`src/rtl/fft_pkg.sv`:
```
// Shared FFT datapath types: sample format, lane count and the branch-select encoding
// common to the 1-to-2 split and the 2-to-1 merge.
package fft_pkg;

    localparam int FFT_WIDTH = 9;
    localparam int FFT_LANES = 16;

    typedef logic signed [FFT_WIDTH-1:0] sample_t;

    // Identical to the split's sel value, so sel == state when the two stages are paired.
    typedef enum logic {S_CAL = 1'b0, S_REG = 1'b1} merge_state_t;

    function automatic int cnt_width(input int n);
        return (n > 1) ? $clog2(n) : 1;
    endfunction

endpackage

```
`src/rtl/fft_merge_seq.sv`:
```
// Frame sequencer for the 2-to-1 merge: BLK_LEN blocks from cal, then BLK_LEN from reg.
// Owns the FSM, the block counter, the per-branch ready and the registered frame_done.
module fft_merge_seq
    import fft_pkg::*;
#(
    parameter int BLK_LEN = 2
) (
    input  logic         clk,
    input  logic         rst,
    input  logic         i_cal_valid,
    input  logic         i_reg_valid,
    output logic         o_cal_ready,
    output logic         o_reg_ready,
    output logic         o_acc,
    output logic         o_frame_done,
    output merge_state_t o_state
);

    localparam int CW = cnt_width(BLK_LEN);
    localparam logic [CW-1:0] LAST = CW'(BLK_LEN - 1);

    merge_state_t  r_state;
    merge_state_t  w_state_nxt;
    logic [CW-1:0] r_blk_cnt;
    logic [CW-1:0] w_blk_cnt_nxt;
    logic          r_frame_done;
    logic          w_acc;
    logic          w_last;

    // Valid/ready: a block moves on a cycle where the owning branch has valid and ready
    // both high; ready depends only on state (and reset), never on valid.
    assign o_cal_ready = (r_state == S_CAL) && !rst;
    assign o_reg_ready = (r_state == S_REG) && !rst;
    assign w_acc       = (r_state == S_CAL) ? i_cal_valid : i_reg_valid;
    assign w_last      = (r_blk_cnt == LAST);

    always_ff @(posedge clk) begin
        if (rst) begin
            r_state      <= S_CAL;
            r_blk_cnt    <= '0;
            r_frame_done <= 1'b0;
        end else begin
            r_state      <= w_state_nxt;
            r_blk_cnt    <= w_blk_cnt_nxt;
            r_frame_done <= w_acc && w_last && (r_state == S_REG);
        end
    end

    always_comb begin
        w_state_nxt   = r_state;
        w_blk_cnt_nxt = r_blk_cnt;
        if (w_acc) begin
            if (w_last) begin
                w_blk_cnt_nxt = '0;
                w_state_nxt   = (r_state == S_CAL) ? S_REG : S_CAL;
            end else begin
                w_blk_cnt_nxt = r_blk_cnt + 1'b1;
            end
        end
    end

    assign o_acc        = w_acc;
    assign o_frame_done = r_frame_done;
    assign o_state      = r_state;

endmodule

```
`src/rtl/fft_merge_2to1.sv`:
```
// Registered 2-to-1 merge of the cal (butterfly) and reg (delay-line) FFT branches
// into one valid-qualified block stream; lanes are passed through bit-exact.
module fft_merge_2to1
    import fft_pkg::*;
#(
    parameter int WIDTH      = FFT_WIDTH,
    parameter int DATA_WIDTH = FFT_LANES,
    parameter int BLK_LEN    = 2
) (
    input  logic                    clk,
    input  logic                    rst,
    input  logic signed [WIDTH-1:0] din_cal_re [0:DATA_WIDTH-1],
    input  logic signed [WIDTH-1:0] din_cal_im [0:DATA_WIDTH-1],
    input  logic                    din_cal_valid,
    output logic                    din_cal_ready,
    input  logic signed [WIDTH-1:0] din_reg_re [0:DATA_WIDTH-1],
    input  logic signed [WIDTH-1:0] din_reg_im [0:DATA_WIDTH-1],
    input  logic                    din_reg_valid,
    output logic                    din_reg_ready,
    output logic signed [WIDTH-1:0] dout_re    [0:DATA_WIDTH-1],
    output logic signed [WIDTH-1:0] dout_im    [0:DATA_WIDTH-1],
    output logic                    dout_valid,
    output logic                    dout_src,
    output logic                    frame_done
);

    logic                    w_acc;
    merge_state_t            w_state;
    logic signed [WIDTH-1:0] r_dout_re [0:DATA_WIDTH-1];
    logic signed [WIDTH-1:0] r_dout_im [0:DATA_WIDTH-1];
    logic                    r_dout_valid;
    logic                    r_dout_src;

    fft_merge_seq #(
        .BLK_LEN (BLK_LEN)
    ) u_seq (
        .clk          (clk),
        .rst          (rst),
        .i_cal_valid  (din_cal_valid),
        .i_reg_valid  (din_reg_valid),
        .o_cal_ready  (din_cal_ready),
        .o_reg_ready  (din_reg_ready),
        .o_acc        (w_acc),
        .o_frame_done (frame_done),
        .o_state      (w_state)
    );

    // Idle cycles zero the lanes; dout_src keeps naming the last accepted source.
    always_ff @(posedge clk) begin
        if (rst) begin
            for (int i = 0; i < DATA_WIDTH; i++) begin
                r_dout_re[i] <= '0;
                r_dout_im[i] <= '0;
            end
            r_dout_valid <= 1'b0;
            r_dout_src   <= 1'b0;
        end else if (w_acc) begin
            for (int i = 0; i < DATA_WIDTH; i++) begin
                r_dout_re[i] <= (w_state == S_REG) ? din_reg_re[i] : din_cal_re[i];
                r_dout_im[i] <= (w_state == S_REG) ? din_reg_im[i] : din_cal_im[i];
            end
            r_dout_valid <= 1'b1;
            r_dout_src   <= (w_state == S_REG);
        end else begin
            for (int i = 0; i < DATA_WIDTH; i++) begin
                r_dout_re[i] <= '0;
                r_dout_im[i] <= '0;
            end
            r_dout_valid <= 1'b0;
        end
    end

    assign dout_re    = r_dout_re;
    assign dout_im    = r_dout_im;
    assign dout_valid = r_dout_valid;
    assign dout_src   = r_dout_src;

endmodule

```
`config.mk`:
```
export PLATFORM = sky130hd
export DESIGN_NAME = fft_merge_2to1
export DESIGN_NICKNAME = d
export VERILOG_FILES = /design/src/rtl/fft_pkg.sv /design/src/rtl/fft_merge_seq.sv /design/src/rtl/fft_merge_2to1.sv
export SDC_FILE = /design/constraint.sdc
export NUM_CORES = 1
export LEC_CHECK = 0
export ABC_AREA = 1
export BUFFER_PORTS_ARGS = -buffer_cell sky130_fd_sc_hd__buf_2
export CAP_MARGIN = 30
export CORE_AREA = 2 2 337 339
export DETAILED_ROUTE_END_ITERATION = 16
export DIE_AREA = 0 0 339 341
export PLACE_DENSITY_LB_ADDON = 0.1
export SETUP_SLACK_MARGIN = 0.15
export SYNTH_ARGS = -nofsm -noshare
export SYNTH_HDL_FRONTEND = slang
export SYNTH_SLANG_ARGS = --single-unit
```
`constraint.sdc`:
```
create_clock -name clk -period 3 [get_ports clk]
set_clock_uncertainty 0.05 [all_clocks]
set_input_delay 0.3 -clock clk [delete_from_list [all_inputs] [get_ports clk]]
set_output_delay 0.3 -clock clk [all_outputs]
set_load 0.02 [all_outputs]
```
==> flow_metrics.env, run 1 <==
export IMPL_outcome="complete, no violations"
export IMPL_grt_pass1_wl_mm=96.13
export IMPL_fp_dieW_microns=339
export IMPL_max_freq_mhz=398.4
export IMPL_die_height_microns=341
export IMPL_ys_ff_latch=293
export IMPL_finalSetupViolCount=0
export IMPL_use_met2_pct=20.14
export IMPL_power_switching_w=0.003345
export IMPL_slew_headroom_pct=32.25
export IMPL_p_per_area_nw_per_um2=510.0
export IMPL_cp_required_ps=3400
export IMPL_arrival_ps=2910
export IMPL_gp_congestion=0.8168
export IMPL_vias=14175
export IMPL_cp_cell_sequence="clkinv_8, nand2_1, nand2_2, nand2_8, buf_12, buf_4, a21oi_1, dlygate4sd3_1"
export IMPL_die_area_sq_um=115600
export IMPL_tightestPinTransition_ps=1016
export IMPL_ys_warnings_count=0
export IMPL_detail_route_antenna_nets=0
export IMPL_wirelength_mm=68.69
export IMPL_cts_clk_slew_worst_paths_ps=50
export IMPL_drc=0
export IMPL_final_hold_violation_count=0
export IMPL_grt_met1_usage_pct=11.81
export IMPL_cts_tree="built"
export IMPL_htreeDepth=2
export IMPL_final_min_clock_period_ps=2510
export IMPL_hold_slack_ps=101.2
export IMPL_path_class="flip-flop to flip-flop"
export IMPL_initial_core_util_pct=8.915
export IMPL_syn_area_sq_um=9975
export IMPL_p_int_w=0.008543
export IMPL_grt_util_all_layers_pct=11.09
export IMPL_ys_seq_area_share_pct=58.81
export IMPL_core_area_sq_um=111900
export IMPL_seq_power_share_pct=35.5
export IMPL_met3_usage_pct=3.459
export IMPL_cts_made_buffers=42
export IMPL_crit_path_end_kind="flip-flop"
export IMPL_p_sw_share_pct=28.13
export IMPL_syn_to_final_growth_pct=133.7
export IMPL_cts_buffer_depth=3
export IMPL_antenna_found_initial=19
export IMPL_start_kind="flip-flop"
export IMPL_combinationalPowerShare_pct=20.2
export IMPL_drt_first_pass_iters=4
export IMPL_placement_io_buffers=872
export IMPL_crit_fanout=61
export IMPL_grt_busiest_layer="met2"
export IMPL_fin_crit_sh_pct=83.67
export IMPL_wl_per_cell_microns=16.25
export IMPL_irDropWorstVdd_uv=289.8
export IMPL_final_cell_mix="buf_2 (872), nand2_1 (582), dlygate4sd3_1 (579)"
export IMPL_drv_slew=0
export IMPL_syn_instance_count=1271
export IMPL_drt_iter0_markers=338
export IMPL_total_power_w=0.01189
export IMPL_cpPeakStageDelay_ps=570
export IMPL_nNetsFinal=3270
export IMPL_tns_ps=0
export IMPL_yosysUniqueCellTypes=13
export IMPL_multi_input_area_sq_um=3710
export IMPL_ioPinCount=873
export IMPL_rsz0062_at_grt="no"
export IMPL_maxCapViolCount=0
export IMPL_syn_avg_cell_area_sq_um=7.848
export IMPL_fillers=12761
export IMPL_grt_max_degree=149
export IMPL_clockRootBuffer="clkbuf_16"
export IMPL_power_leakage_nw=11.81
export IMPL_clock_power_share_pct=44.2
export IMPL_layout_cells_most_common="buf_2"
export IMPL_overflow=0
export IMPL_clkLatencyLatePin_ps=580
export IMPL_path_delay_family="buffers and inverters"
export IMPL_via_per_inst=3.353
export IMPL_first_global_vias=15162
export IMPL_timing_critical_path_buf_inv=4
export IMPL_dp_hpwl_mm=48.59
export IMPL_cp_slowest_cell="dlygate4sd3_1"
export IMPL_rows=123
export IMPL_regArea_sq_um=5869
export IMPL_drive_above_1_share_pct=35.17
export IMPL_clock_sinks=293
export IMPL_syn_num_nets=1851
export IMPL_hold_path_class="input port to flip-flop"
==> area by class of cell <==
cell class	instances	area share, %
clock buffers	62	5.266
diodes	9	0.09662
well taps	1500	8.052
repair buffers	1468	44.62
multi-input cells	882	15.92
flip-flops and latches	293	25.18
clock inverters	10	0.7676
inverters	3	0.1020
==> worst reg2reg max path, cell delays in order, from the launching register on <==
cell and delay, ps:
dfxtp_4 420, clkinv_8 230, nand2_1 210, nand2_2 200, nand2_8 160, buf_12 150
buf_4 310, a21oi_1 80, dlygate4sd3_1 570
==> flip-flops by register name, indices dropped and copies added (netlist names) <==
signal              cells
dout_valid              1
u_seq.o_frame_done      1
u_seq.r_blk_cnt         1
u_seq.o_state           1
dout_src                1
dout_im               144
dout_re               144
==> what timing repair did <==
| action | in CTS | in global routing |
|---|---|---|
| resized for setup | 0 | 2 |
| setup endpoints to repair | 0 | 65 |
| hold buffers | 579 | 0 |
| hold endpoints to repair | 291 | 0 |
| buffers inserted | 0 | 4 |
==> synthesized netlist by cell type <==
library cell  instances  share of area, %
clkbuf_1             42               1.6
buf_4                 3              0.23
nor2_1                4              0.15
dfxtp_1             293                59
inv_2                 1             0.038
nand3_1               1             0.050
nand2_2               1             0.063
buf_1                 3              0.11
nor3_1                1             0.050
inv_1                 2             0.075
nand2_1             583                22
buf_2                47               2.4
a21oi_1             290                15
==> power groups by stage <==
stage	registers [W]	logic [W]	clock network (W)
4_1_cts	0.00423	0.00242	0.00553
6_report	0.00422	0.00240	0.00526
3_3_place_gp	0.00432	0.00177	0
2_1_floorplan	0.00459	0.000521	0
5_1_grt	0.00425	0.00261	0.00564
3_5_place_dp	0.00431	0.00177	0
==> final timing paths <==
kind | start | to | slack (ps) | depth (start not counted)
worst max-delay path | u_seq.o_state | dout_im[142] | 490 | 8
worst min-delay path | din_reg_valid | dout_src | 100 | 3
worst max register to register | u_seq.o_state | dout_im[142] | 490 | 8
worst min register to register | dout_src | dout_src | 420 | 2
==> logic make-up after synthesis <==
family                 share of synthesized area, %
AND/OR/NAND/NOR                               22.25
flip-flops                                    58.81
AO/OA/AOI/OAI                                 14.55
buffers and inverters                         4.390
==> per-stage QoR <==
step	cell area, sq um	std cells	util (%)	setup WS [ps]
final	23310	4227	20.83	489.8
after global routing	23310	4226	20.83	284.5
after CTS	23200	4212	20.74	246.3
after detailed placement	16000	3561	14.30	807.2
after global placement	16000	3561	14.30	808.5
after floorplan	9975	1271	-	1610
==> metal layers <==
layer	vias up	share of wire [%]
met5	-	0.14
met3	117	7.4
met2	545	51
met4	14	3.6
li1	6896	-
met1	6603	38
Note: power is estimated with default switching activity, not from simulation.
==> inputs of run 2 (changes only) <==
clock period = 2.6 ns   (was 3 ns; I/O delays follow)
==> run 2 against run 1 <==
Setup slack worse by 190 ps. Sequential power increased by 16%. Critical endpoint is now dout_re[2]. Wire length rose by 0.34%. Largest cell class unchanged. Design area grew 0.23%. Clock power increased by 8.7%.
==> flow_metrics.env, run 2 (same netlist as run 1, synthesis figures left out) <==
export IMPL_maxCapViolCount=0
export IMPL_outcome="complete, no violations"
export IMPL_drv_slew=0
export IMPL_drt_first_pass_iters=4
export IMPL_grt_max_degree=146
export IMPL_cpPeakStageDelay_ps=560
export IMPL_finalSetupViolCount=0
export IMPL_cts_tree="built"
export IMPL_cp_slowest_cell="dlygate4sd3_1"
export IMPL_dp_hpwl_mm=49.70
export IMPL_p_int_w=0.009522
export IMPL_tightestPinTransition_ps=1023
export IMPL_cts_made_buffers=43
export IMPL_combinationalPowerShare_pct=20.8
export IMPL_htreeDepth=2
export IMPL_core_area_sq_um=111900
export IMPL_rsz0062_at_grt="no"
export IMPL_stdcell_count=4242
export IMPL_start_kind="flip-flop"
export IMPL_detail_route_antenna_nets=0
export IMPL_p_per_area_nw_per_um2=572.9
export IMPL_final_min_clock_period_ps=2301
export IMPL_timing_critical_path_buf_inv=4
export IMPL_slew_headroom_pct=31.83
export IMPL_path_delay_family="buffers and inverters"
export IMPL_clockRootBuffer="clkbuf_16"
export IMPL_grt_pass1_wl_mm=97.86
export IMPL_placement_io_buffers=872
export IMPL_cts_buffer_depth=3
export IMPL_cp_required_ps=3060
export IMPL_p_sw_share_pct=28.86
export IMPL_vias=14148
export IMPL_wl_per_cell_microns=16.25
export IMPL_path_class="flip-flop to flip-flop"
export IMPL_syn_to_final_growth_pct=134.2
export IMPL_placed_cells=3575
export IMPL_crit_fanout=90
export IMPL_irDropWorstVdd_uv=352.3
export IMPL_hold_path_class="input port to flip-flop"
export IMPL_initial_core_util_pct=8.915
export IMPL_gp_congestion=0.8202
export IMPL_first_global_vias=15187
export IMPL_die_height_microns=341
export IMPL_rows=123
export IMPL_crit_path_end_kind="flip-flop"
export IMPL_clock_power_share_pct=42.7
export IMPL_cp_cell_sequence="inv_8, buf_16, buf_4, nand2_1, a21oi_1, dlygate4sd3_1"
export IMPL_clkLatencyLatePin_ps=580
export IMPL_drc=0
export IMPL_power_leakage_nw=11.65
export IMPL_final_cell_mix="buf_2 (872), nand2_1 (582), dlygate4sd3_1 (580)"
export IMPL_cts_clk_slew_worst_paths_ps=60
export IMPL_final_hold_violation_count=0
export IMPL_grt_util_all_layers_pct=11.27
export IMPL_arrival_ps=2770
export IMPL_overflow=0
export IMPL_max_freq_mhz=434.5
export IMPL_tns_ps=0
export IMPL_wirelength_mm=68.92
export IMPL_nNetsFinal=3286
export IMPL_ioPinCount=873
export IMPL_ff2ff_setup_slack_ps=300
export IMPL_die_area_sq_um=115600
export IMPL_layout_cells_most_common="buf_2"
export IMPL_drive_above_1_share_pct=35.40
export IMPL_via_per_inst=3.335
export IMPL_antenna_found_initial=13
export IMPL_clock_sinks=293
export IMPL_drt_iter0_markers=435
export IMPL_fin_crit_sh_pct=88.51
export IMPL_seq_power_share_pct=36.4
export IMPL_power_switching_w=0.003863
export IMPL_fp_dieW_microns=339
## run 2: cell count changes in the layout (fill, tap and decap cells not counted), moves of 2 or more
cell / before / now
buf_16: 0 / 2
clkbuf_16: 43 / 46
clkinv_2: 4 / 7
buf_4: 8 / 23
clkbuf_1: 11 / 16
diode_2: 9 / 5
buf_12: 9 / 6
bufinv_16: 5 / 0
clkbuf_8: 8 / 6
## run 2: worst min-delay path, cell delays in order
cell and delay [ps]:
buf_2 130, nand2_1 90, nand2_2 240, nor2_1 80, nor2_1 90
## run 2: worst paths after layout
| check | startpoint | to | cells after the start |
|---|---|---|---|
| max | u_seq.o_state | dout_re[2] | 6 |
| min | din_reg_valid | u_seq.r_blk_cnt | 5 |
| max reg2reg | u_seq.o_state | dout_re[2] | 6 |
| min reg2reg | u_seq.r_blk_cnt | u_seq.r_blk_cnt | 2 |
## run 2: what timing repair did
action / 4_1_cts / 5_1_grt
hold endpoints to repair: 291 / 0
buffers inserted: 0 / 4
hold buffers: 580 / 0
gates cloned: 1 / 1
endpoints found under the setup margin: 1 / 158
gates resized for setup: 1 / 2
pin swaps: 0 / 1
## run 2: power by group through the flow
stage	Combinational, W	Clock [W]	Sequential, W
5_1_grt	0.00304	0.00619	0.00490
3_3_place_gp	0.00207	0	0.00498
2_1_floorplan	0.000602	0	0.00530
4_1_cts	0.00281	0.00604	0.00489
6_report	0.00279	0.00572	0.00488
3_5_place_dp	0.00205	0	0.00497
## run 2: per-stage QoR
stage / cell area [sq um] / total power, W / utilization (%) / worst slack, ps / hold WS [ps]
2_1_floorplan: 9975 / 0.005903 / - / 1250 / 279.1
3_3_place_gp: 16090 / 0.007046 / 14.38 / 596.3 / 440.1
3_5_place_dp: 16090 / 0.007027 / 14.38 / 578.4 / 433.9
4_1_cts: 23270 / 0.01374 / 20.80 / 161.6 / 229.7
5_1_grt: 23360 / 0.01413 / 20.88 / 164.3 / 350.2
6_report: 23360 / 0.01338 / 20.88 / 298.7 / 312.9
## run 2: final cells by class
cell class              instances  area [sq um]
well taps                    1500          1877
diodes                          5         12.51
clock buffers                  68          1294
clock inverters                 8         42.54
repair buffers               1484         10550
multi-input cells             881          3699
fillers                     12661         88520
flip-flops and latches        293          5869
inverters                       3         18.77
## run 2: routing by layer
layer  wire (microns)  global-route usage [%]  vias to the layer above  part of all wire [%]
li1                 -                       -                     6933                     -
met1            26460                   11.98                     6555                    38
met2            35720                   21.10                      560                    52
met3             4993                   3.431                       92                   7.2
met4             1694                   3.565                        8                   2.5
met5               57                       0                        -                 0.083
==> inputs of run 3 (changes only) <==
CORE_AREA = 2 2 343 345   (was 2 2 337 339)
DIE_AREA = 0 0 345 347   (was 0 0 339 341)
==> run 3 against run 2 <==
Worst hold slack better by 89 ps. Sequential power barely moved. Design area about the same. Fmax is 1.4% higher. Final cell count up 0.28%. Core utilization shrank 0.71 points. Largest power group unchanged. Die area up 3.6%. Critical path type is now flip-flop to primary output. Clock-buffer cell count fell by 4. Critical path depth decreased by 3.
==> flow_metrics.env, run 3 (same netlist as run 1, synthesis figures left out) <==
export IMPL_clkLatencyLatePin_ps=600
export IMPL_wl_per_cell_microns=16.21
export IMPL_cts_made_buffers=43
export IMPL_fillers=13216
export IMPL_use_met2_pct=21.12
export IMPL_layout_cells_most_common="buf_2"
export IMPL_wirelength_mm=68.97
export IMPL_clock_sinks=293
export IMPL_maxCapViolCount=0
export IMPL_cts_tree="built"
export IMPL_drc=0
export IMPL_grt_busiest_layer="met2"
export IMPL_nNetsFinal=3277
export IMPL_cp_required_ps=2290
export IMPL_stdcell_count=4254
export IMPL_placed_cells=3589
export IMPL_htreeDepth=2
export IMPL_max_freq_mhz=440.5
export IMPL_grt_met1_usage_pct=10.68
export IMPL_overflow=0
export IMPL_grt_pass1_wl_mm=97.72
export IMPL_antenna_found_initial=11
export IMPL_fp_dieW_microns=345
export IMPL_placement_io_buffers=872
export IMPL_grt_util_all_layers_pct=10.94
export IMPL_power_leakage_nw=11.81
export IMPL_vias=14209
export IMPL_rows=125
export IMPL_arrival_ps=1960
export IMPL_dp_hpwl_mm=49.05
export IMPL_rsz0062_at_grt="no"
export IMPL_cts_buffer_depth=3
export IMPL_start_kind="flip-flop"
export IMPL_met3_usage_pct=3.772
export IMPL_drt_iter0_markers=526
export IMPL_core_area_sq_um=115700
export IMPL_finalSetupViolCount=0
export IMPL_hold_path_class="input port to flip-flop"
export IMPL_initial_core_util_pct=8.618
export IMPL_outcome="complete, no violations"
export IMPL_detail_route_antenna_nets=0
export IMPL_drt_first_pass_iters=5
export IMPL_p_per_area_nw_per_um2=575.8
export IMPL_final_min_clock_period_ps=2270
export IMPL_drv_slew=0
export IMPL_die_height_microns=347
export IMPL_final_hold_violation_count=0
export IMPL_cts_clk_slew_worst_paths_ps=60
export IMPL_clockRootBuffer="clkbuf_16"
export IMPL_syn_to_final_growth_pct=134.1
export IMPL_path_class="flip-flop to primary output"
export IMPL_grt_max_degree=133
export IMPL_tightestPinTransition_ps=883.6
export IMPL_crit_path_end_kind="primary output"
export IMPL_gp_congestion=0.8029
export IMPL_ioPinCount=873
export IMPL_slew_headroom_pct=41.09
export IMPL_drive_above_1_share_pct=35.23
export IMPL_tns_ps=0
export IMPL_final_cell_mix="buf_2 (872), nand2_1 (582), dlygate4sd3_1 (581)"
export IMPL_first_global_vias=15257
export IMPL_crit_fanout=50
export IMPL_fin_crit_sh_pct=87.31
export IMPL_via_per_inst=3.340
export IMPL_irDropWorstVdd_uv=419.3
export IMPL_die_area_sq_um=119700
[run 3: cell types whose count changed in the layout (fill, tap and decap cells not counted), moves of 2 or more]
cell / before / now
inv_6: 0 / 3
clkbuf_8: 6 / 9
buf_12: 6 / 10
clkinv_2: 7 / 5
clkbuf_16: 46 / 43
buf_4: 23 / 10
clkbuf_1: 16 / 12
[run 3: critical path, stage by stage, from the launching register on]
cell and delay, ps:
dfxtp_4 420, buf_4 530, nor2_1 170, buf_2 200
[run 3: stage by stage]
stage	cell area, sq um	worst slack, ps	utilization [%]	total power (W)	hold WS, ps
5_1_grt	23350	151.4	20.17	0.01416	364.7
3_3_place_gp	16100	695.5	13.91	0.007055	440.4
4_1_cts	23280	162.3	20.11	0.01381	323.6
2_1_floorplan	9975	1250	-	0.005903	279.1
3_5_place_dp	16100	738.5	13.91	0.007040	413.3
6_report	23350	330.0	20.17	0.01344	401.7
[run 3: final cells by class]
class	instances	area (sq um)	share of cell area, %
Antenna cell	5	12.51	0.05359
Clock buffer	64	1245	5.332
Clock inverter	9	81.33	0.3483
Inverter	3	18.77	0.08039
Multi-Input combinational cell	881	3699	15.84
Sequential cell	293	5869	25.14
Tap cell	1524	1907	8.167
Timing Repair Buffer	1475	10520	45.04
[run 3: repair_timing]
item	4_1_cts	5_1_grt
pin swaps	0	1
hold buffers	581	0
setup endpoints to repair	1	123
resized for setup	1	1
endpoints found under the hold margin	291	0
setup buffers	0	4
cloned	1	1
[run 3: per-layer routing]
metal  share of wire, %  vias to the layer above
li1                   -                     6910
met1                 35                     6656
met2                 54                      539
met3                7.7                       92
met4                2.9                       12
met5               0.11                        -
[run 3: path summary, 6_finish.rpt]
check | slack (ps) | startpoint | endpoint | depth (start not counted)
setup / recovery | 330 | u_seq.o_state | din_cal_ready | 3
hold / removal | 400 | din_reg_im[103] | dout_im[103] | 4
hold reg to reg | 470 | u_seq.r_blk_cnt | u_seq.r_blk_cnt | 2
setup reg to reg | 350 | u_seq.o_state | dout_re[123] | 5
[run 3: where the power goes]
group,internal [W],switching [W]
Combinational,0.00137,0.00145
Clock,0.00338,0.00239
Sequential,0.00477,0.0000864
